<file path="src/rtl/rv_pkg.sv">
// rtl/rv_pkg.sv - shared RISC-V fetch definitions: XLEN, NOP encoding, fetch FSM states, buffer entry
package rv_pkg;

    localparam int XLEN = 32;
    localparam logic [XLEN-1:0] NOP_INSTR = 32'h0000_0013;

    typedef enum logic [1:0] {
        IDLE = 2'd0,
        REQ  = 2'd1,
        WAIT = 2'd2,
        DROP = 2'd3
    } if_state_e;

    typedef struct packed {
        logic [XLEN-1:0] pc;
        logic [XLEN-1:0] instr;
    } fetch_entry_t;

endpackage

</file>
<file path="src/rtl/rv_if_fifo.sv">
// rtl/rv_if_fifo.sv - synchronous fetch buffer with push/pop/flush and full/empty/count
module rv_if_fifo #(
    parameter int DEPTH = 2,
    parameter int WIDTH = 64
) (
    input  logic                     clk,
    input  logic                     rst,
    input  logic                     push,
    input  logic                     pop,
    input  logic                     flush,
    input  logic [WIDTH-1:0]         wdata,
    output logic [WIDTH-1:0]         rdata,
    output logic                     full,
    output logic                     empty,
    output logic [$clog2(DEPTH):0]   count
);

    localparam int AW = $clog2(DEPTH);
    localparam int CW = AW + 1;

    logic [WIDTH-1:0] mem [DEPTH];
    logic [AW-1:0]    wptr;
    logic [AW-1:0]    rptr;
    logic             do_push;
    logic             do_pop;

    assign full    = (count == CW'(DEPTH));
    assign empty   = (count == '0);
    assign do_pop  = pop & ~empty;
    // a pop in the same cycle frees the slot, so a full buffer may still accept
    assign do_push = push & (~full | do_pop);
    assign rdata   = mem[rptr];

    // storage array; no reset needed, occupancy is tracked by count
    always_ff @(posedge clk) begin
        if (do_push && !flush) begin
            mem[wptr] <= wdata;
        end
    end

    // pointers and occupancy; flush discards everything held
    always_ff @(posedge clk) begin
        if (rst || flush) begin
            wptr  <= '0;
            rptr  <= '0;
            count <= '0;
        end else begin
            if (do_push) begin
                wptr <= wptr + AW'(1);
            end
            if (do_pop) begin
                rptr <= rptr + AW'(1);
            end
            case ({do_push, do_pop})
                2'b10:   count <= count + CW'(1);
                2'b01:   count <= count - CW'(1);
                default: count <= count;
            endcase
        end
    end

endmodule

</file>
<file path="src/rtl/rv_if_stage.sv">
// rtl/rv_if_stage.sv - instruction fetch stage with fetch buffer and IF/ID register; RV_IF_PERF_CNT_EN adds stall/bubble counters
module rv_if_stage import rv_pkg::*; #(
    parameter logic [31:0] RESET_PC  = 32'h0000_0000,
    parameter int          BUF_DEPTH = 2
) (
    input  logic        clk,
    input  logic        rst,
    input  logic        PC_write_i,
    input  logic        IF_ID_write_i,
    input  logic        IF_flush_i,
    input  logic        branch_taken_i,
    input  logic [31:0] branch_target_i,
    output logic        imem_req_o,
    output logic [31:0] imem_addr_o,
    input  logic        imem_gnt_i,
    input  logic        imem_rvalid_i,
    input  logic [31:0] imem_rdata_i,
    output logic [31:0] ID_pc_o,
    output logic [31:0] ID_instr_o,
    output logic        ID_valid_o
`ifdef RV_IF_PERF_CNT_EN
    ,
    output logic [31:0] stall_cnt_o,
    output logic [31:0] bubble_cnt_o
`endif
);

    localparam int CW = $clog2(BUF_DEPTH) + 1;

    if_state_e       state;
    if_state_e       state_next;
    logic [XLEN-1:0] fetch_pc;
    logic [XLEN-1:0] fetch_pc_next;

    logic            redirect;
    logic            grant;
    logic            resp;
    logic            id_load;
    logic            bypass;
    logic            push;
    logic            pop;
    logic            has_room;

    fetch_entry_t    push_entry;
    fetch_entry_t    head_entry;
    logic            fifo_full;
    logic            fifo_empty;
    logic [CW-1:0]   fifo_count;

    assign redirect   = IF_flush_i | branch_taken_i;
    // only one request is ever outstanding and none is while in REQ, so a free slot suffices
    assign has_room   = (fifo_count < CW'(BUF_DEPTH));
    assign imem_req_o = (state == REQ) & PC_write_i & has_room;
    assign imem_addr_o = fetch_pc;
    assign grant      = imem_req_o & imem_gnt_i;

    // fetch_pc was advanced at grant and cannot move while waiting, so the request PC is one word back
    assign push_entry.pc    = fetch_pc - 32'd4;
    assign push_entry.instr = imem_rdata_i;

    assign resp    = (state == WAIT) & imem_rvalid_i & ~redirect;
    assign id_load = IF_ID_write_i & ~redirect;
    // an empty buffer lets a fresh response go straight into IF/ID for 2-cycle latency
    assign bypass  = resp & fifo_empty & id_load;
    assign pop     = id_load & ~fifo_empty;
    assign push    = resp & ~bypass & (~fifo_full | pop);

    rv_if_fifo #(
        .DEPTH (BUF_DEPTH),
        .WIDTH (2 * XLEN)
    ) u_fifo (
        .clk   (clk),
        .rst   (rst),
        .push  (push),
        .pop   (pop),
        .flush (redirect),
        .wdata (push_entry),
        .rdata (head_entry),
        .full  (fifo_full),
        .empty (fifo_empty),
        .count (fifo_count)
    );

    // fetch FSM next state and next fetch PC; redirect always wins the PC
    always_comb begin
        state_next    = state;
        fetch_pc_next = fetch_pc;
        case (state)
            IDLE: state_next = REQ;
            REQ: begin
                if (grant) begin
                    fetch_pc_next = fetch_pc + 32'd4;
                    state_next    = redirect ? DROP : WAIT;
                end
            end
            WAIT: begin
                if (imem_rvalid_i) begin
                    state_next = REQ;
                end else if (redirect) begin
                    state_next = DROP;
                end
            end
            DROP: begin
                if (imem_rvalid_i) begin
                    state_next = REQ;
                end
            end
            default: state_next = IDLE;
        endcase
        if (redirect) begin
            fetch_pc_next = branch_target_i;
        end
    end

    // FSM state and fetch PC registers
    always_ff @(posedge clk) begin
        if (rst) begin
            state    <= IDLE;
            fetch_pc <= RESET_PC;
        end else begin
            state    <= state_next;
            fetch_pc <= fetch_pc_next;
        end
    end

    // IF/ID register: redirect squashes, stall holds, otherwise take buffer head, bypass or a bubble
    always_ff @(posedge clk) begin
        if (rst) begin
            ID_pc_o    <= '0;
            ID_instr_o <= NOP_INSTR;
            ID_valid_o <= 1'b0;
        end else if (redirect) begin
            ID_instr_o <= NOP_INSTR;
            ID_valid_o <= 1'b0;
        end else if (IF_ID_write_i) begin
            if (!fifo_empty) begin
                ID_pc_o    <= head_entry.pc;
                ID_instr_o <= head_entry.instr;
                ID_valid_o <= 1'b1;
            end else if (bypass) begin
                ID_pc_o    <= push_entry.pc;
                ID_instr_o <= push_entry.instr;
                ID_valid_o <= 1'b1;
            end else begin
                ID_instr_o <= NOP_INSTR;
                ID_valid_o <= 1'b0;
            end
        end
    end

`ifdef RV_IF_PERF_CNT_EN
    logic id_bubble;

    assign id_bubble = redirect | (IF_ID_write_i & fifo_empty & ~bypass);

    // decode stall and bubble counters, free-running with natural wrap
    always_ff @(posedge clk) begin
        if (rst) begin
            stall_cnt_o  <= '0;
            bubble_cnt_o <= '0;
        end else begin
            if (!IF_ID_write_i) begin
                stall_cnt_o <= stall_cnt_o + 32'd1;
            end
            if (id_bubble) begin
                bubble_cnt_o <= bubble_cnt_o + 32'd1;
            end
        end
    end
`endif

endmodule

</file>
<file path="config.mk">
export PLATFORM = sky130hd
export DESIGN_NAME = rv_if_stage
export DESIGN_NICKNAME = d
export VERILOG_FILES = /design/src/rtl/rv_pkg.sv /design/src/rtl/rv_if_fifo.sv /design/src/rtl/rv_if_stage.sv
export SDC_FILE = /design/constraint.sdc
export NUM_CORES = 1
export LEC_CHECK = 0
export CORE_MARGIN = 2
export CORE_UTILIZATION = 30
export DETAILED_ROUTE_END_ITERATION = 8
export PLACE_DENSITY = 0.57
export SYNTH_ARGS = -nofsm -noshare
export SYNTH_HDL_FRONTEND = slang
export SYNTH_SLANG_ARGS = --single-unit
export TNS_END_PERCENT = 50
</file>
<file path="constraint.sdc">
create_clock -name clk -period 10.7 [get_ports clk]
set_input_delay 2.14 -clock clk [delete_from_list [all_inputs] [get_ports clk]]
set_output_delay 2.14 -clock clk [all_outputs]
set_load 0.01 [all_outputs]
</file>
==> impl_metrics.json <==
{
  "status": "finished, final reports clean",
  "slew_headroom_pct": 30.1,
  "antennaDiodeCount": 0,
  "first_pass_iters": 5,
  "clk_pin_slew_ns": 0.06,
  "dieArea_sq_um": 34800,
  "tritoncts": "built",
  "synth_edf_count": 128,
  "yosysWarnings": 0,
  "critPathArrivalTime_ns": 3.32,
  "dpl.hpwl_um": 17400,
  "fin_setup_tns_ns": 0,
  "cp_max_fo": 2,
  "syn_area_sq_um": 9990,
  "core_sq_um": 32700,
  "clock-sinks": 232,
  "ys_seq_elements": 232,
  "worstSetupEndpointType": "primary output",
  "async_flop_share_pct": 0,
  "whs_path_depth": 2,
  "ant_nets": 0,
  "numCtsBuffers": 26,
  "drt_iter0_markers": 399,
  "clock_latency_ns": 0.52,
  "htree_num_levels": 1,
  "grt_max_degree": 65,
  "setup_violations": 0,
  "num_vias": 7267,
  "peakVddDrop_uv": 100,
  "grt_overflow": 0,
  "cts_buffer_depth": 3,
  "finalCritPeriodShare_pct": 51.0,
  "syn_nets": 977,
  "leakagePower_uw": 0.00413,
  "rows": 66,
  "antenna_found_initial": 0,
  "postSynthAreaPerCell_sq_um": 11.1,
  "postCtsSetupRepairBufs": 0,
  "wirelength_um": 26200,
  "globalplace.congestion": 0.786,
  "critPathKind": "input port to primary output",
  "clockRootBuffer": "clkbuf_16",
  "r2r_cells": 7,
  "clock.fmax_mhz": 183,
  "viasPerCell": 4.83,
  "grt_pass1_wl_um": 40700,
  "place_ws_ns": 5.23,
  "rsz0062_at_grt": "no",
  "syn2layout_area_growth_pct": 30.0,
  "tightest_slew_ns": 1.05,
  "die_height_um": 187,
  "wl_per_cell_um": 17.4,
  "p_per_area_nw_per_um2": 160,
  "synth_ff_type": "edfxtp_1",
  "hold_class": "register to register",
  "drive_gt1_share_pct": 9.04,
  "gr-usage-all-layers_pct": 14.7,
  "fin_skew_ns": 0.0106,
  "critPathLaunchType": "input port",
  "layout.nets": 1120,
  "setup_ws_ns": 5.24,
  "cp.required_ns": 8.56,
  "drc": 0,
  "report.final.slew_viol_count": 0,
  "die_x_um": 187,
  "synth_cell_types": 59,
  "initial_core_util_pct": 30.6,
  "min_period_ns": 5.46,
  "hold_buffers": 0,
  "grt_pass1_vias": 7024,
  "postSynthCellCount": 899,
  "yosysSeqAreaShare_pct": 59.3,
  "finalHoldViolations": 0,
  "io_pins": 170,
  "drv_cap": 0,
  "ctsResizeCount": 0,
  "portBuffers": 169
}
## critical path: stages
cell and delay, ns:
clkdlybuf4s50_1 0.47, nand2_1 0.08, nor2_1 0.10, clkdlybuf4s50_1 0.54
## cells in the final DEF, fill, tap and decap left out, types with 4 or more instances in the layout
cell type        netlist  final
nor2_2                 3      4
clkinv_2               0      8
nand4_1               11     11
nor3_1                 8      7
inv_1                 26     26
o21ai_0               36     36
buf_4                  2     14
clkbuf_16              0     27
nor2_1                91     87
nand2_1               71     71
o211ai_1              16     16
ha_1                   6      6
a21oi_1               79     78
clkdlybuf4s50_1        0    167
xnor2_1               25     25
nand3_1               14     14
or4_1                  4      4
o22ai_1               12     12
mux2_2                 8      8
bufinv_16              0      4
dfxtp_1              104    103
edfxtp_1             128    128
xor2_1                28     28
a22oi_1                4      4
and3_1                 5      5
o41a_1                 4      4
mux2i_1               54     54
a211oi_1              34     34
and4_1                 5      5
or3_1                  8      8
## flip-flops by register name, indices dropped and copies added (netlist names), named ones only
name,flops
ID_instr_o,32
u_fifo.mem,128
ID_pc_o,32
u_fifo.rptr,1
state,2
ID_valid_o,1
u_fifo.count,2
imem_addr_o,32
u_fifo.wptr,1
## path summary, 6_finish.rpt
kind / end / slack, ns / start
max: imem_req_o / 5.24 / PC_write_i
min: ID_pc_o[14] / 0.45 / ID_pc_o[14]
max reg2reg: u_fifo.mem[0][7] / 7.50 / state[0]
min reg2reg: ID_pc_o[14] / 0.45 / ID_pc_o[14]
## layer usage
metal	part of all wire [%]	global-route usage (%)	up-vias	wire length (um)
li1	-	-	3552	-
met1	48	21.2	3484	12600
met2	44	22.9	206	11700
met3	5.8	3.01	25	1530
met4	1.5	2.81	0	400
met5	0	0	-	0
## per-stage QoR
step / cells / cell area, sq um / hold WS [ns] / total power (uW) / utilization, %
floorplan: 899 / 9990 / 0.465 / 1080 / -
global placement: 1456 / 12100 / 0.442 / 1160 / 36.9
global route: 1504 / 13000 / 0.483 / 2150 / 39.7
detailed placement: 1456 / 12100 / 0.446 / 1170 / 36.9
finish: 1504 / 13000 / 0.454 / 2080 / 39.7
CTS: 1504 / 13000 / 0.455 / 2110 / 39.7
## report_power, final
group          internal [uW]  switching [uW]  total [uW]
Clock                    579             357         936
Sequential               958            26.1         985
Combinational           76.2            86.0         162
Total                   1610             469        2080
## synthesized netlist by cell type, drive strengths merged, types with 5 or more instances
cell	n	area share [%]
inv	26	0.98
clkbuf	51	1.9
nor4	5	0.53
mux2i	54	5.4
and4	5	0.44
buf	17	1.1
nor3	9	0.56
o41a	5	0.58
or4	7	0.64
a21oi	79	4.0
and3	5	0.31
nor2	94	3.6
edfxtp	128	38
nand2	73	2.8
or3	9	0.61
a211oi	34	2.6
nand4	11	0.69
ha	6	0.75
mux2	8	0.90
xnor2	25	2.2
nand3	14	0.70
dfxtp	104	21
o21ai	36	1.8
xor2	31	2.9
o211ai	16	1.2
o22ai	13	0.88
## layout make-up
type	instances	area, sq um
inverter	27	101
timing repair buffer	183	1790
multi-input combinational	572	3700
tap	442	553
clock inverter	15	184
clock buffer	33	728
fill	3206	19700
sequential	232	5930
## cell families after synthesis
group	after synthesis	synth area share (%)
compound gates	204	12.7
xor+xnor	56	5.13
fa+ha+maj	6	0.751
buf+inv	95	3.98
flops	232	59.3
mux	62	6.31
simple gates	244	11.8
Note: power is estimated with default switching activity, not from simulation.
